<file path="config.mk">
export PLATFORM = sky130hd
export DESIGN_NAME = uart_rx_ctrl_flat
export DESIGN_NICKNAME = d
export VERILOG_FILES = /design/src/rtl/uart_rx_ctrl_if.sv /design/src/rtl/uart_rx_ctrl.sv /design/src/flat_wrapper.sv
export SDC_FILE = /design/constraint.sdc
export NUM_CORES = 1
export LEC_CHECK = 0
export CORE_UTILIZATION = 55
export DETAILED_ROUTE_END_ITERATION = 12
export DONT_BUFFER_PORTS = 1
export GPL_ROUTABILITY_DRIVEN = 0
export PLACE_DENSITY = 0.71
export RECOVER_POWER = 25
export SLEW_MARGIN = 25
export SYNTH_ARGS = -nofsm -noshare
export SYNTH_HDL_FRONTEND = slang
export SYNTH_SLANG_ARGS = --single-unit
</file>
<file path="constraint.sdc">
create_clock -name CLK -period 1.7 [get_ports CLK]
set_clock_uncertainty 0.05 [all_clocks]
set_input_delay 0 -clock CLK [delete_from_list [all_inputs] [get_ports CLK]]
set_output_delay 0 -clock CLK [all_outputs]
set_load 0.02 [all_outputs]
</file>
<file path="src/rtl/uart_rx_ctrl_if.sv">
// Consumer-side handshake bundle for the UART receiver: byte, status flags and ACK.
interface uart_rx_ctrl_if;
  logic       ACK;
  logic [7:0] DATA;
  logic       VALID;
  logic       BUSY;
  logic       FRAME_ERR;
  logic       OVERRUN;

  // Receiver side drives data and status, consumes ACK
  modport slave (
    input  ACK,
    output DATA, VALID, BUSY, FRAME_ERR, OVERRUN
  );

  // Memory/IO side pulses ACK and reads data and status
  modport master (
    output ACK,
    input  DATA, VALID, BUSY, FRAME_ERR, OVERRUN
  );
endinterface

</file>
<file path="src/rtl/uart_rx_ctrl.sv">
// 8N1 UART receiver: synchronises UART_RX, deserialises LSB-first frames into a
// one-byte holding register and hands it out over a VALID/ACK handshake with
// sticky framing and overrun flags. CLKS_PER_BIT must be at least 4.
module uart_rx_ctrl #(
  parameter int unsigned CLKS_PER_BIT = 5208,
  parameter int unsigned HALF_BIT     = CLKS_PER_BIT / 2
) (
  input  logic         CLK,
  input  logic         RESET,
  input  logic         UART_RX,
  uart_rx_ctrl_if.slave bus
);

  localparam int unsigned TIMER_W = 13;
  localparam logic [TIMER_W-1:0] BIT_END  = TIMER_W'(CLKS_PER_BIT - 1);
  localparam logic [TIMER_W-1:0] HALF_END = TIMER_W'(HALF_BIT - 1);

  typedef enum logic [2:0] {
    ST_IDLE,
    ST_START,
    ST_DATA,
    ST_STOP,
    ST_BREAK
  } state_t;

  state_t               state;
  logic [TIMER_W-1:0]   timer;
  logic [2:0]           bit_cnt;
  logic [7:0]           shift;
  logic                 rx_meta;
  logic                 rx_s;

  // Two-flop synchroniser; resets to the idle (high) line level
  always_ff @(posedge CLK) begin
    if (RESET) begin
      rx_meta <= 1'b1;
      rx_s    <= 1'b1;
    end else begin
      rx_meta <= UART_RX;
      rx_s    <= rx_meta;
    end
  end

  // Receive FSM with bit timer, shifter, holding register and status flags
  always_ff @(posedge CLK) begin
    if (RESET) begin
      state         <= ST_IDLE;
      timer         <= '0;
      bit_cnt       <= '0;
      shift         <= '0;
      bus.DATA      <= '0;
      bus.VALID     <= 1'b0;
      bus.BUSY      <= 1'b0;
      bus.FRAME_ERR <= 1'b0;
      bus.OVERRUN   <= 1'b0;
    end else begin
      // ACK clears flags set in earlier cycles; sets below in this cycle win
      if (bus.ACK) begin
        bus.VALID     <= 1'b0;
        bus.FRAME_ERR <= 1'b0;
        bus.OVERRUN   <= 1'b0;
      end

      case (state)
        ST_IDLE: begin
          timer <= '0;
          if (!rx_s) begin
            state    <= ST_START;
            bus.BUSY <= 1'b1;
          end
        end

        ST_START: begin
          if (timer == HALF_END) begin
            timer <= '0;
            if (!rx_s) begin
              state   <= ST_DATA;
              bit_cnt <= '0;
            end else begin
              // Start bit did not survive to mid-point: drop it silently
              state    <= ST_IDLE;
              bus.BUSY <= 1'b0;
            end
          end else begin
            timer <= timer + TIMER_W'(1);
          end
        end

        ST_DATA: begin
          if (timer == BIT_END) begin
            timer   <= '0;
            shift   <= {rx_s, shift[7:1]};
            bit_cnt <= bit_cnt + 3'(1);
            if (bit_cnt == 3'd7) begin
              state <= ST_STOP;
            end
          end else begin
            timer <= timer + TIMER_W'(1);
          end
        end

        ST_STOP: begin
          if (timer == BIT_END) begin
            timer <= '0;
            if (rx_s) begin
              bus.DATA  <= shift;
              bus.VALID <= 1'b1;
              if (bus.VALID && !bus.ACK) begin
                bus.OVERRUN <= 1'b1;
              end
              state    <= ST_IDLE;
              bus.BUSY <= 1'b0;
            end else begin
              bus.FRAME_ERR <= 1'b1;
              state         <= ST_BREAK;
            end
          end else begin
            timer <= timer + TIMER_W'(1);
          end
        end

        ST_BREAK: begin
          // Hold off until the line goes high so a held-low line is not a new start
          timer <= '0;
          if (rx_s) begin
            state    <= ST_IDLE;
            bus.BUSY <= 1'b0;
          end
        end

        default: begin
          state    <= ST_IDLE;
          timer    <= '0;
          bus.BUSY <= 1'b0;
        end
      endcase
    end
  end

endmodule

</file>
<file path="src/flat_wrapper.sv">
// flat-port wrapper written by rule: the top's interface ports become plain ports
module uart_rx_ctrl_flat 
#(
  parameter int unsigned CLKS_PER_BIT = 5208,
  parameter int unsigned HALF_BIT     = CLKS_PER_BIT / 2
)
  (CLK, RESET, UART_RX, bus_ACK, bus_DATA, bus_VALID, bus_BUSY, bus_FRAME_ERR, bus_OVERRUN);
  uart_rx_ctrl_if bus_i ();
  input  logic CLK;
  input  logic RESET;
  input  logic UART_RX;
  input wire logic [$bits(bus_i.ACK)-1:0] bus_ACK;
  output wire logic [$bits(bus_i.DATA)-1:0] bus_DATA;
  output wire logic [$bits(bus_i.VALID)-1:0] bus_VALID;
  output wire logic [$bits(bus_i.BUSY)-1:0] bus_BUSY;
  output wire logic [$bits(bus_i.FRAME_ERR)-1:0] bus_FRAME_ERR;
  output wire logic [$bits(bus_i.OVERRUN)-1:0] bus_OVERRUN;
  assign bus_i.ACK = bus_ACK;
  assign bus_DATA = bus_i.DATA;
  assign bus_VALID = bus_i.VALID;
  assign bus_BUSY = bus_i.BUSY;
  assign bus_FRAME_ERR = bus_i.FRAME_ERR;
  assign bus_OVERRUN = bus_i.OVERRUN;
  uart_rx_ctrl #(.CLKS_PER_BIT(CLKS_PER_BIT), .HALF_BIT(HALF_BIT)) u_core (.CLK(CLK), .RESET(RESET), .UART_RX(UART_RX), .bus(bus_i));
endmodule
</file>
* Word-level counts from Yosys, hierarchy flattened
Index checks and enable logic that the tools add are counted.
Cells by class: bitwise gates (word level) 1, order comparisons 0, multiply operators 0, equality and inequality tests 14, reduce and logical (&&, ||, !) cells 10, mux-type cells 34, div/mod/pow operators 0, $add $sub $neg 2, shift-type cells 0
Operators by type and width (count):
- two-way mux 3 bit | 10
- two-way mux 13 bit | 2
- one-hot mux 13 bit (2 select lines) | 1
- two-way mux 1 bit | 17
- one-hot mux 3 bit (5 select lines) | 1
- adder 13 x 1 -> 13 bit, second input constant | 1
- == test 13 x 12 -> 1 bit, second input constant | 1
- == test 13 bit, second input constant | 1
- inequality test 2 x 1 -> 1 bit, second input constant | 5
- AND reduction 4 bit | 2
- == test 3 x 2 -> 1 bit, second input constant | 2
- == test 3 bit, second input constant | 2
- one-hot mux 3 bit (2 select lines) | 1
- AND reduction 6 bit | 1
- one-hot mux 1 bit (5 select lines) | 1
- inequality test 2 bit, second input constant | 2
- adder 3 x 1 -> 3 bit, second input constant | 1
- == test 3 x 1 -> 1 bit, second input constant | 1
- zero test 3 bit | 1
- AND reduction 3 bit | 1
- two-way mux 2 bit | 1
- AND reduction 2 bit | 1
- nonzero test 2 bit | 1
- OR reduction 2 bit | 1
- other kinds (3) | 3
Word-level totals: memory bits (writable) 0, input bits 4, memories kept 0, register bits after elaboration 41, output and inout bits 12, bits in read-only memories 0, word-level logic and storage cells 72, bits in latches 0

* Logic depth before layout (Yosys ltp)
Gate-level depths: netlist (run 1).
word-level depth 6, depth in mapped cells 6

* Worst setup path before layout (run 1)
Ideal clock, no wire load.
path kind register to register, start register u_core.timer[3], end register u_core.timer[3], clock period less this slack 1577 ps, data arrival time 1412 ps, library setup time 114 ps, path slack 123 ps, path buffers 1, stages on the path, launching flop included 6, cells stage by stage dfxtp_1 nor4b_4 and4_1 a2bb2oi_2 buf_6 nor2_1
Between the ends: longest elaborated chain between the ends 3, elaborated cells on any way between the ends 6
RTL lines:
- from (decl) | line uart_rx_ctrl.sv:27 | logic [TIMER_W-1:0] timer;
- from (signal assigned) | line uart_rx_ctrl.sv:85 | timer <= timer + TIMER_W'(1);
- from (signal assigned) | line uart_rx_ctrl.sv:98 | timer <= timer + TIMER_W'(1);
- from (signal assigned) | line uart_rx_ctrl.sv:118 | timer <= timer + TIMER_W'(1);
- adder 13 x 1 -> 13 bit, or another cell as far along | line uart_rx_ctrl.sv:85, uart_rx_ctrl.sv:98, uart_rx_ctrl.sv:118
- two-way mux 13 bit, on equally long branches | line uart_rx_ctrl.sv:90, uart_rx_ctrl.sv:103, uart_rx_ctrl.sv:74
- one-hot mux 13 bit (2 select lines) * | line uart_rx_ctrl.sv:64 | case (state)
Mark *: on every way between the ends. The rest lies on a longest branch, timed or not. A chain may end at the register's enable or synchronous reset.

* Worst setup path in the final report (run 1)
start register u_core.timer[7], end register u_core.timer[3]
Between the ends: longest elaborated chain between the ends 3, elaborated cells on any way between the ends 5
RTL lines (line):
- == test 13 bit or == test 13 x 12 -> 1 bit (tied branches) | uart_rx_ctrl.sv:90, uart_rx_ctrl.sv:103, uart_rx_ctrl.sv:74
- two-way mux 13 bit, on equally long branches | uart_rx_ctrl.sv:90, uart_rx_ctrl.sv:103, uart_rx_ctrl.sv:74
- one-hot mux 13 bit (2 select lines) * | uart_rx_ctrl.sv:64
Marks and branches as above.

==> impl_results.md, run 1 <==
* Status: finished with violations
* Failing checks: hold timing
* Final period util at 95.95%
* Post-route cell area at 0.002041 mm²
* GRT Residual Overflow at 0
* Layout cells sized above 1 at 16.59%
* Crit path DAT at 1.83 ns
* Core area at 0.003103 mm²
* Fin util at around 66%
* Seq cells post-synth at 41
* Max-cap violations at 0
* Async SR Flop Fraction at 0%
* Share of the synthesized area in the top cell type at 45.09%
* Die area at 0.003544 mm²
* Worst-path clk slew at 0.12 ns
* Num Clock Sinks at 41
* Synth area leader: dfxtp_1
* Die Span Y at 59.53 µm
* VDD IR max at 0.4609 mV
* Mapped Area at 0.001820 mm²
* Initial detailed-routing violation count at 94
* Top-count cell post-synth: dfxtp_1
* Cell chain of the critical path: nor4b_4, buf_4, and4_1, a2bb2oi_2, buf_12, nor2_1
* Diodes inserted at 0
* DRT antenna net count at 0
* Commonest register cell after synthesis: dfxtp_1
* Max stage delay on crit path at 0.41 ns
* Via Count at 1502
* Setup crit end kind: register
* DR vias/cell at 5.755
* Pwr Density at 724.9 mW/mm²
* Max-slew violation count at 0
* Vias in the first global route at 1384
* Worst Setup Path Type: register to register
* Post-detail-place hpwl at roughly 2.5 mm
* Yosys cell types at 38
* Total track usage at about 22%
* # DRC at 0
* Final Hold Fails at 25
* Slew HR at 74.03%
* Worst Max-Slew Pin Slew at between 0.3 and 0.4 ns
* Max Fanout on Critical Path at 13
* Ranking of synthesized cells by area: dfxtp_1 45%, a21oi_1 6.6%, xor2_1 4.8%
* Hold_ws at -0.3412 ns
* LEAKAGE at roughly 0.70 nW
* First-pass detailed-route iteration total at 4
* Fill cells at 285
* Post-CTS Hold Buffers at 5
* # rows at 20
* WP data required at 1.89 ns
* Syn Area/Cell at between 8 and 9 µm²
* DP Worst Slack at about 0.02 ns
* Clock Path Buffers at 2
* Nets at 223
* Post-synth EDFFs at 0
* Total Wirelength at 3.541 mm
* Clock root buffer: clkbuf_4
* Min Clock Period, post-route at approximately 1.6 ns
* CTS H-tree lvls at 2
* DR WL/cell at 13.57 µm
* Starting Density at between 50% and 60%
* Initial antenna violation count at 0
* Synthesized Nets at 213
* Placed cell areas at 0.001907 mm²
* Multi-input gate area at ~950 µm²
* Sequential cell area at 823.3 µm²
* I/O pin count at 16
* Worst Slack Setup Final at roughly 0.069 ns
* Commonest cells post-synth: 41 x dfxtp_1, 24 x a21oi_1, 23 x nand2_1, 16 x nand3_1, 16 x nor2_1
* P&R area growth vs syn at 12.10%
* CTS tree: yes
* Fmax at ~0.61 GHz
* Hold WC Path Type: input port to register
* Final setup vio count at 0
* Largest net degree at the start of global routing at 29
* Clk_lat worst skew at around 0.34 ns
* Die X at just under 60 µm
* Startpoint Class: register
* Syn Inst Count at slightly above 200
* Sequential share of the synthesized area at 45.09%
* Slowest CP cell: dfxtp_1
* Yosys warning count at 0
* Number of buffers created by CTS at 5
* TNS Setup at 0 ns
* First-pass GRT wire length at 5.885 mm
* I/O Buffers at 0
## timing repair
item                       CTS  global route
hold endpoints to repair    28            25
buffers inserted             0             1
resized for setup            0             7
setup endpoints to repair    0            34
## path summary, 6_finish.rpt
path | slack (ns) | cells past startpoint | endpoint | from
max | 0.07 | 6 | u_core.timer[3] | u_core.timer[7]
max reg2reg | 0.07 | 6 | u_core.timer[3] | u_core.timer[7]
min reg2reg | 0.42 | 2 | u_core.shift[5] | u_core.shift[5]
min | -0.34 | 1 | u_core.bus.FRAME_ERR | RESET
## layout make-up
| class | count | share of cell area (%) |
|---|---|---|
| clock buffer | 5 | 1.839 |
| clock inverter | 3 | 0.8584 |
| inverter | 1 | 0.1839 |
| multi-input combinational | 151 | 46.35 |
| sequential | 41 | 40.34 |
| tap | 44 | 2.698 |
| timing repair buffer | 16 | 7.725 |
## state kept, by name, indices dropped and copies added, names as in the netlist
register	cells
u_core.bus.DATA	8
u_core.shift	8
u_core.bit_cnt	3
u_core.state	3
u_core.timer	13
u_core.bus.VALID	1
u_core.rx_s	1
u_core.bus.OVERRUN	1
u_core.rx_meta	1
u_core.bus.FRAME_ERR	1
u_core.bus.BUSY	1
## layer usage
layer	vias to the layer above	part of all wire (%)	track usage, %
met2	33	50	38.36
met4	0	1.7	7.973
li1	752	-	-
met5	-	0	0
met1	711	45	25.40
met3	6	3.7	6.550
## cells by family after synthesis
family                     share of synthesized area (%)
DFF                                                45.09
muxes                                             0.5499
xor gates and xnor gates                           5.292
and+or+nand+nor                                    30.52
buffers and inverters                              3.986
adders and majority gates                          2.062
AOI/OAI and AO/OA                                  12.51
## power by group
group	leakage (nW)	switching, mW	internal (mW)
combinational	0.337	0.0203	0.0218
sequential	0.332	0.00792	0.966
clock	0.0310	0.307	0.156
## critical path, delay by kind of cell (launching register included)
kind                   cells  cell delay (ns)
buffers and inverters      2             0.33
and+or+nand+nor            3             0.56
DFF                        1             0.41
AOI/OAI and AO/OA          1             0.20
## cells in the final DEF, fill, tap and decap left out, types with 2 or more instances in the layout
master / Yosys / final
nor3_1: 2 / 2
clkbuf_4: 0 / 5
dlygate4sd3_1: 0 / 5
and4b_1: 3 / 3
nand2b_1: 2 / 2
nand2_1: 23 / 23
buf_12: 0 / 2
or2_2: 2 / 2
clkinv_2: 0 / 2
and4_1: 2 / 2
or3_1: 3 / 3
a21oi_1: 24 / 24
dfxtp_2: 0 / 2
and4_2: 4 / 3
nor2_1: 16 / 16
o21ai_0: 11 / 11
ha_1: 3 / 2
and2_1: 3 / 3
buf_4: 1 / 9
xor2_1: 10 / 10
nor2b_1: 3 / 2
nand4_1: 7 / 7
nor4b_2: 0 / 2
nand3_1: 16 / 16
dfxtp_1: 41 / 39
## through the flow
step | hold slack [ns] | power, mW | cells
detailed placement | 0.02553 | 1.028 | 247
global route | -0.3849 | 1.561 | 261
CTS | -0.3571 | 1.499 | 260
finish | -0.3412 | 1.479 | 261
floorplan | 0.02931 | 1.026 | 206
global placement | 0.02212 | 1.028 | 247
(Power assumes the default switching activity.)
==> run 2: changes to the inputs <==
--- a/config.mk
+++ b/config.mk
@@ -5,11 +5,12 @@
 export SDC_FILE = /design/constraint.sdc
 export NUM_CORES = 1
 export LEC_CHECK = 0
-export CORE_UTILIZATION = 55
+export ABC_AREA = 1
+export CORE_UTILIZATION = 56
 export DETAILED_ROUTE_END_ITERATION = 12
 export DONT_BUFFER_PORTS = 1
 export GPL_ROUTABILITY_DRIVEN = 0
-export PLACE_DENSITY = 0.71
+export PLACE_DENSITY = 0.72
 export RECOVER_POWER = 25
 export SLEW_MARGIN = 25
 export SYNTH_ARGS = -nofsm -noshare
==> run 2 against run 1 <==
  * The flow now finishes without violations
  * Combinational power grew to 20 times the previous value
  * Register-to-register slack better by 0.02 ns
  * Sequential share of layout area shrank 4.6 points
  * Via count is 10% higher
  * Fmax up 1.1%
  * Global-route usage decreased by 0.57 points
  * Synthesized area up 13%
  * Sequential cell count stayed put
  * Largest cell class unchanged
  * Highest routed layer unchanged
==> impl_results.md, run 2 <==
* Via Count at 1655 (+10%)
* Fmax at 0.6199 GHz (+1.1%)
* Seq cells post-synth at 41 (unchanged)
* Worst-case reg-to-reg path depth at 11 (+5)
* DRT antenna net count at 0 (unchanged)
* Most used cell, CP: nand2_4
* GRT Residual Overflow at 0 (unchanged)
* Cell chain of the critical path: ha_4, nand2_2, nor2_4, nand3_4, nand2_4, nand2_4, inv_4, nand2_4, nand2_4, buf_12, nor2_1
* Sw Share at 36.81% (+14 points)
* Highest-count cells in the layout ignoring fill and taps: 50 x nor2_1, 44 x nand2_1, 39 x dfxtp_1
* I/O pin count at 16 (unchanged)
* Hold WC Path Type: input port to register
* Largest registers: u_core.timer (13), u_core.bus.DATA (8), u_core.shift (8)
* Commonest cells post-synth: 50 x nor2_1, 44 x nand2_1, 41 x dfxtp_1, 27 x inv_1, 19 x o21ai_0
* DR vias/cell at 5.015 (-13%)
* Top reg by flops: u_core.timer
* Worst-path clk slew at 0.12 ns (about the same)
* Diodes inserted at 0 (unchanged)
* Top-count cell post-synth: nor2_1
* Synth area leader: dfxtp_1
* Total Wirelength at 3.805 mm (+7.5%)
* Largest net degree at the start of global routing at 25 (-14%)
* Syn Area/Cell at 7.637 µm² (-14%)
* First-pass GRT wire length at 6.610 mm (+12%)
* Vias in the first global route at 1595 (+15%)
* Die X at 62.57 µm (+5.1%)
* Commonest register cell after synthesis: dfxtp_1
* Total track usage at 21.45% (-0.57 points)
* Final Hold Fails at 0 (-100%)
* Status: completed
* Hold depth at 3 (+2)
* Min Clock Period, post-route at 1.613 ns (-0.01797 ns)
* Slowest CP cell: dfxtp_2
* Pwr Density at 1129 mW/mm² (+56%)
* P&R area growth vs syn at 12.00% (about the same)
* Number of buffers created by CTS at 5 (unchanged)
* Die area at 0.003915 mm² (+10%)
* Max stage delay on crit path at 0.38 ns (-0.03 ns)
* # DRC at 0 (unchanged)
* Slew HR at 59.42% (-15 points)
* Sequential share of the synthesized area at 39.95% (-5.1 points)
* Max reg flops at 13 (unchanged)
* Max-cap violations at 0 (unchanged)
* Async SR Flop Fraction at 0% (unchanged)
* Final period util at 94.89% (-1.1 points)
* Worst Max-Slew Pin Slew at 0.6081 ns (+0.2186 ns)
* Share of the synthesized area in the top cell type at 39.95% (-5.1 points)
* Num Clock Sinks at 41 (unchanged)
* Max-slew violation count at 0 (unchanged)
* Die Span Y at 62.57 µm (+5.1%)
* Post-detail-place hpwl at 2.650 mm (+5.5%)
* Reg2reg setup slack at 0.09 ns (+0.02 ns)
* Worst Setup Path Type: register to register
* Clock root buffer: clkbuf_4
* Worst hold start: RESET
* Fill cells at 295 (+3.5%)
* Clk_lat worst skew at 0.36 ns (+0.02 ns)
* Starting Density at 60.15% (+1.5 points)
* DR WL/cell at 11.53 µm (-15%)
* VDD IR max at 0.5893 mV (+28%)
* Total power at 2.597 mW (+76%)
* Yosys warning count at 0 (unchanged)
* Startpoint Class: register
* Core area at 0.003416 mm² (+10%)
* Nets at 290 (+30%)
* Switching pwr at 0.9558 mW (+190%)
* Post-synth EDFFs at 0 (unchanged)
* Yosys cell types at 30 (-21%)
* Ranking of synthesized cells by area: dfxtp_1 40%, nor2_1 9.1%, nor2_4 8.2%
* Max Fanout on Critical Path at 8 (-5)
* Worst setup path start: u_core.timer[0]
* # rows at 21 (+5.0%)
* Clock group share of total power at 24.7% (-6.6 points)
* I/O Buffers at 0 (unchanged)
* CTS tree: yes
* FF-to-FF Start: u_core.timer[0]
* First-pass detailed-route iteration total at 4 (unchanged)
* Syn Inst Count at 269 (+31%)
* Setup crit end kind: register
* Initial detailed-routing violation count at 71 (-24%)
* Gate power share at 32.3% (+29 points)
* Int Pwr at 1.641 mW (+43%)
* Final setup vio count at 0 (unchanged)
* Crit path DAT at 1.82 ns (about the same)
* WP data required at 1.90 ns (about the same)
* R2r endpoint: u_core.timer[0]
* Initial antenna violation count at 0 (unchanged)
* Most common cell after layout, fill and taps aside: nor2_1
* CTS H-tree lvls at 2 (unchanged)
* Clock Path Buffers at 2 (unchanged)
* Mapped Area at 0.002054 mm² (+13%)
* Layout cells sized above 1 at 20.07% (+3.5 points)
* Hold Path Sink: u_core.bit_cnt[1]
* LEAKAGE at 0.9278 nW (+33%)
* TNS Setup at 0 ns (unchanged)
* Sequential power share at 43.0% (-23 points)
* Synthesized Nets at 276 (+30%)
[run 2: cell count changes after synthesis, sizes merged, moves of 4 or more]
cell and delta:
o21ai +9, nand2 +29, nor2 +50, nand4 -7
inv +31, a21oi -16, nor4b -4, and4 -6
clkbuf -7, nor3 +11
[run 2: critical path, delay by kind of cell, from the launching register on]
family	cells	cell delay, ns
adder cells (fa/ha/maj)	1	0.16
buffers and inverters	2	0.24
flip-flops	1	0.38
AND/OR/NAND/NOR	8	0.68
[run 2: area by class of cell]
class	instances	area [µm²]	share of cell area, %
inverter	33	126.4	5.492
clock buffer	5	37.54	1.631
multi-input combinational	191	1107	48.12
timing repair buffer	11	102.6	4.459
sequential	41	823.3	35.78
tap	46	57.56	2.501
clock inverter	3	46.29	2.012
[run 2: logic make-up after synthesis]
group                    share of synthesized area (%)
AO/OA/AOI/OAI                                    7.369
XOR/XNOR                                         3.411
adder cells (fa/ha/maj)                          1.827
buffers and inverters                            7.734
AND/OR/NAND/NOR                                  39.71
flip-flops                                       39.95
[run 2: power groups by stage]
stage | Clock (mW) | Sequential (mW) | Combinational (mW)
final | 0.641 | 1.12 | 0.840
after global routing | 0.687 | 1.12 | 0.957
after CTS | 0.663 | 1.11 | 0.815
after detailed placement | 0 | 1.13 | 0.803
after global placement | 0 | 1.13 | 0.806
after floorplan | 0 | 1.12 | 0.686
[run 2: worst max path at each step]
stage / slack (ns) / depth (start not counted) / end
final: 0.09 / 11 / u_core.timer[0]
after global routing: -0.007 / 8 / u_core.timer[0]
after detailed placement: -0.01 / 11 / u_core.timer[0]
after floorplan: 0.13 / 11 / u_core.timer[2]
after global placement: 0.06 / 11 / u_core.timer[0]
after CTS: 0.03 / 11 / u_core.timer[0]
[run 2: what timing repair did]
item,4_1_cts,5_1_grt
pin swaps,0,3
hold buffers,3,0
buffers inserted,0,3
endpoints found under the hold margin,19,0
cloned,0,0
gates resized for setup,2,5
setup endpoints to repair,11,21
[run 2: layer usage]
layer / track usage (%) / routed length, µm
met1: 27.61 / 1869
met4: 9.012 / 57
met3: 5.474 / 196
met5: 0 / 0
met2: 33.97 / 1682
[run 2: through the flow]
step	hold slack, ns	cells	instance area (µm²)	worst slack (ns)	util (%)
final	0.06442	330	2301	0.08687	67.36
after global routing	0.1204	330	2301	-0.006621	67.36
after CTS	0.05834	327	2247	0.02920	65.79
after detailed placement	0.02772	316	2130	-0.01216	62.34
after global placement	0.02174	316	2130	0.05923	62.34
after floorplan	0.01907	269	2054	0.1271	-
==> run 3: changes to the inputs <==
--- a/config.mk
+++ b/config.mk
@@ -6,11 +6,11 @@
 export NUM_CORES = 1
 export LEC_CHECK = 0
 export ABC_AREA = 1
-export CORE_UTILIZATION = 56
+export CORE_UTILIZATION = 67
 export DETAILED_ROUTE_END_ITERATION = 12
 export DONT_BUFFER_PORTS = 1
 export GPL_ROUTABILITY_DRIVEN = 0
-export PLACE_DENSITY = 0.72
+export PLACE_DENSITY = 0.81
 export RECOVER_POWER = 25
 export SLEW_MARGIN = 25
 export SYNTH_ARGS = -nofsm -noshare
==> constraint.sdc (replaced) <==
create_clock -name CLK -period 2 [get_ports CLK]
set_clock_uncertainty 0.05 [all_clocks]
set_input_delay 0 -clock CLK [delete_from_list [all_inputs] [get_ports CLK]]
set_output_delay 0 -clock CLK [all_outputs]
set_load 0.02 [all_outputs]
==> run 3 against run 2 <==
  * The run now ends with DRC left
  * Final cell count fell by 6.7%
  * Register-to-register slack improved by 0.15 ns
  * Clock power fell by 15%
  * Power fell by 16%
  * Die area fell by 16%
  * Critical path depth fell by 1
  * Clock-buffer cell count rose by 1
  * Via count fell by 0.30%
  * Core utilization rose by 9.6 points
==> impl_results.md, run 3 (synthesized netlist as in run 2, its figures left out) <==
* Max-slew violation count at 0 (unchanged)
* Multi-input gate area at 0.001075 mm² (-2.9%)
* Diodes inserted at 0 (unchanged)
* Post-detail-place hpwl at 2.645 mm (-0.20%)
* Highest-count cells in the layout ignoring fill and taps: 50 x nor2_1, 44 x nand2_1, 41 x dfxtp_1
* Number of buffers created by CTS at 5 (unchanged)
* CTS tree: yes
* Reg2reg setup slack at 0.24 ns (+0.15 ns)
* Final setup vio count at 0 (unchanged)
* Clock root buffer: clkbuf_4
* Die area at 0.003292 mm² (-16%)
* DR vias/cell at 5.357 (+6.8%)
* Clock Path Buffers at 2 (unchanged)
* Die X at 57.38 µm (-8.3%)
* I/O Buffers at 0 (unchanged)
* Total Wirelength at 3.754 mm (-1.3%)
* Core area at 0.002829 mm² (-17%)
* LEAKAGE at 0.8873 nW (-4.4%)
* Pwr Density at 995.6 mW/mm² (-12%)
* Sw Share at 36.97% (+0.16 points)
* Sequential power share at 43.6% (+0.6 points)
* Final period util at 87.94% (-7.0 points)
* Max-cap violations at 0 (unchanged)
* Worst-case reg-to-reg path depth at 10 (-1)
* Layout cells sized above 1 at 16.25% (-3.8 points)
* Slew HR at 59.65% (+0.23 points)
* RSZ-0062 raised after global routing: false
* Crit path DAT at 1.96 ns (+0.14 ns)
* Worst Max-Slew Pin Slew at 0.6046 ns (-0.003448 ns)
* Die Span Y at 57.38 µm (-8.3%)
* GRT Residual Overflow at 0 (unchanged)
* Most common cell after layout, fill and taps aside: nor2_1
* Top reg by flops: u_core.timer
* Startpoint Class: register
* Largest net degree at the start of global routing at 25 (unchanged)
* Nets at 283 (-2.4%)
* Starting Density at 72.62% (+12 points)
* Fill cells at 223 (-24%)
* DR WL/cell at 12.19 µm (+5.7%)
* # rows at 19 (-9.5%)
* # DRC at 2 (+2)
* Clock group share of total power at 25.1% (+0.4 points)
* Clk_lat worst skew at 0.36 ns (about the same)
* I/O pin count at 16 (unchanged)
* Hold depth at 3 (unchanged)
* WP data required at 2.20 ns (+0.30 ns)
* Switching pwr at 0.8017 mW (-16%)
* Gate power share at 31.3% (-1.0 points)
* Max reg flops at 13 (unchanged)
* Max Fanout on Critical Path at 13 (+5)
* VDD IR max at 0.7102 mV (+21%)
* Status: finished with violations
* P&R area growth vs syn at 6.029%
* Worst-path clk slew at 0.12 ns (about the same)
* Sequential cell area at 820.8 µm² (-0.30%)
* Setup crit end kind: register
* Final Hold Fails at 0 (unchanged)
* Initial detailed-routing violation count at 94 (+32%)
* Total track usage at 25.55% (+4.1 points)
* TNS Setup at 0 ns (unchanged)
* Num Clock Sinks at 41 (unchanged)
* CTS H-tree lvls at 2 (unchanged)
* Total power at 2.169 mW (-16%)
* Worst Setup Path Type: register to register
* Initial antenna violation count at 0 (unchanged)
* DRT antenna net count at 0 (unchanged)
* Hold_ws at 0.06074 ns (-0.003676 ns)
* Via Count at 1650 (-0.30%)
* Hold WC Path Type: input port to register
* Failing checks: DRC
* Min Clock Period, post-route at 1.759 ns (+0.1457 ns)
* Fmax at 0.5686 GHz (-8.3%)
* First-pass detailed-route iteration total at 8 (+4)
* Largest registers: u_core.timer (13), u_core.bus.DATA (8), u_core.shift (8)
* First-pass GRT wire length at 6.313 mm (-4.5%)
* Int Pwr at 1.367 mW (-17%)
* Vias in the first global route at 1484 (-7.0%)
* Setup Fix Bufs, Post-CTS at 0 (unchanged)
==> run 3: timing repair <==
action / in CTS / in global routing
hold buffers: 3 / 0
resized for setup: 0 / 0
hold endpoints to repair: 16 / 0
==> run 3: layout make-up <==
cell class                      count  share of cell area (%)
Timing Repair Buffer                4                   1.723
Sequential cell                    41                   37.68
Tap cell                           31                   1.781
Multi-Input combinational cell    191                   49.34
Inverter                           33                   5.801
Clock inverter                      2                   1.781
Clock buffer                        6                   1.895
==> run 3: final timing paths <==
kind | from | end
hold reg to reg | u_core.rx_meta | u_core.rx_s
setup reg to reg | u_core.timer[0] | u_core.timer[9]
setup / recovery | u_core.timer[0] | u_core.timer[9]
hold / removal | RESET | u_core.bit_cnt[1]
==> run 3: metal layers <==
layer  wire [µm]  GRT usage, %  vias up
li1            -             -      861
met1        1846         35.52      741
met2        1646         36.21       38
met3         178         6.349       10
met4          82         13.94        0
met5           0             0        -
==> run 3: power groups by stage <==
stage / clock, mW / sequential [mW] / combinational [mW]
2_1_floorplan: 0 / 0.948 / 0.583
3_3_place_gp: 0 / 0.960 / 0.658
3_5_place_dp: 0 / 0.961 / 0.662
4_1_cts: 0.553 / 0.944 / 0.673
5_1_grt: 0.583 / 0.952 / 0.762
6_report: 0.544 / 0.945 / 0.679
==> run 3: worst max-delay path, stage by stage (launching register included) <==
cell and delay (ns):
dfxtp_1 0.37, ha_1 0.23, nand2_2 0.11, nor2_4 0.13, nand3_4 0.13, nand2_4 0.09, nand2_4 0.06, inv_4 0.08
nand2_4 0.05, nand2_4 0.26, nor2_1 0.08
==> run 3: metrics by stage <==
stage	setup WS [ns]	instances	instance area (µm²)	utilization (%)
after global routing	0.03927	308	2178	77.00
final	0.2412	308	2178	77.00
after detailed placement	0.2417	297	2068	73.11
after floorplan	0.4271	269	2054	-
after global placement	0.2928	297	2068	73.11
after CTS	0.2144	308	2178	77.00
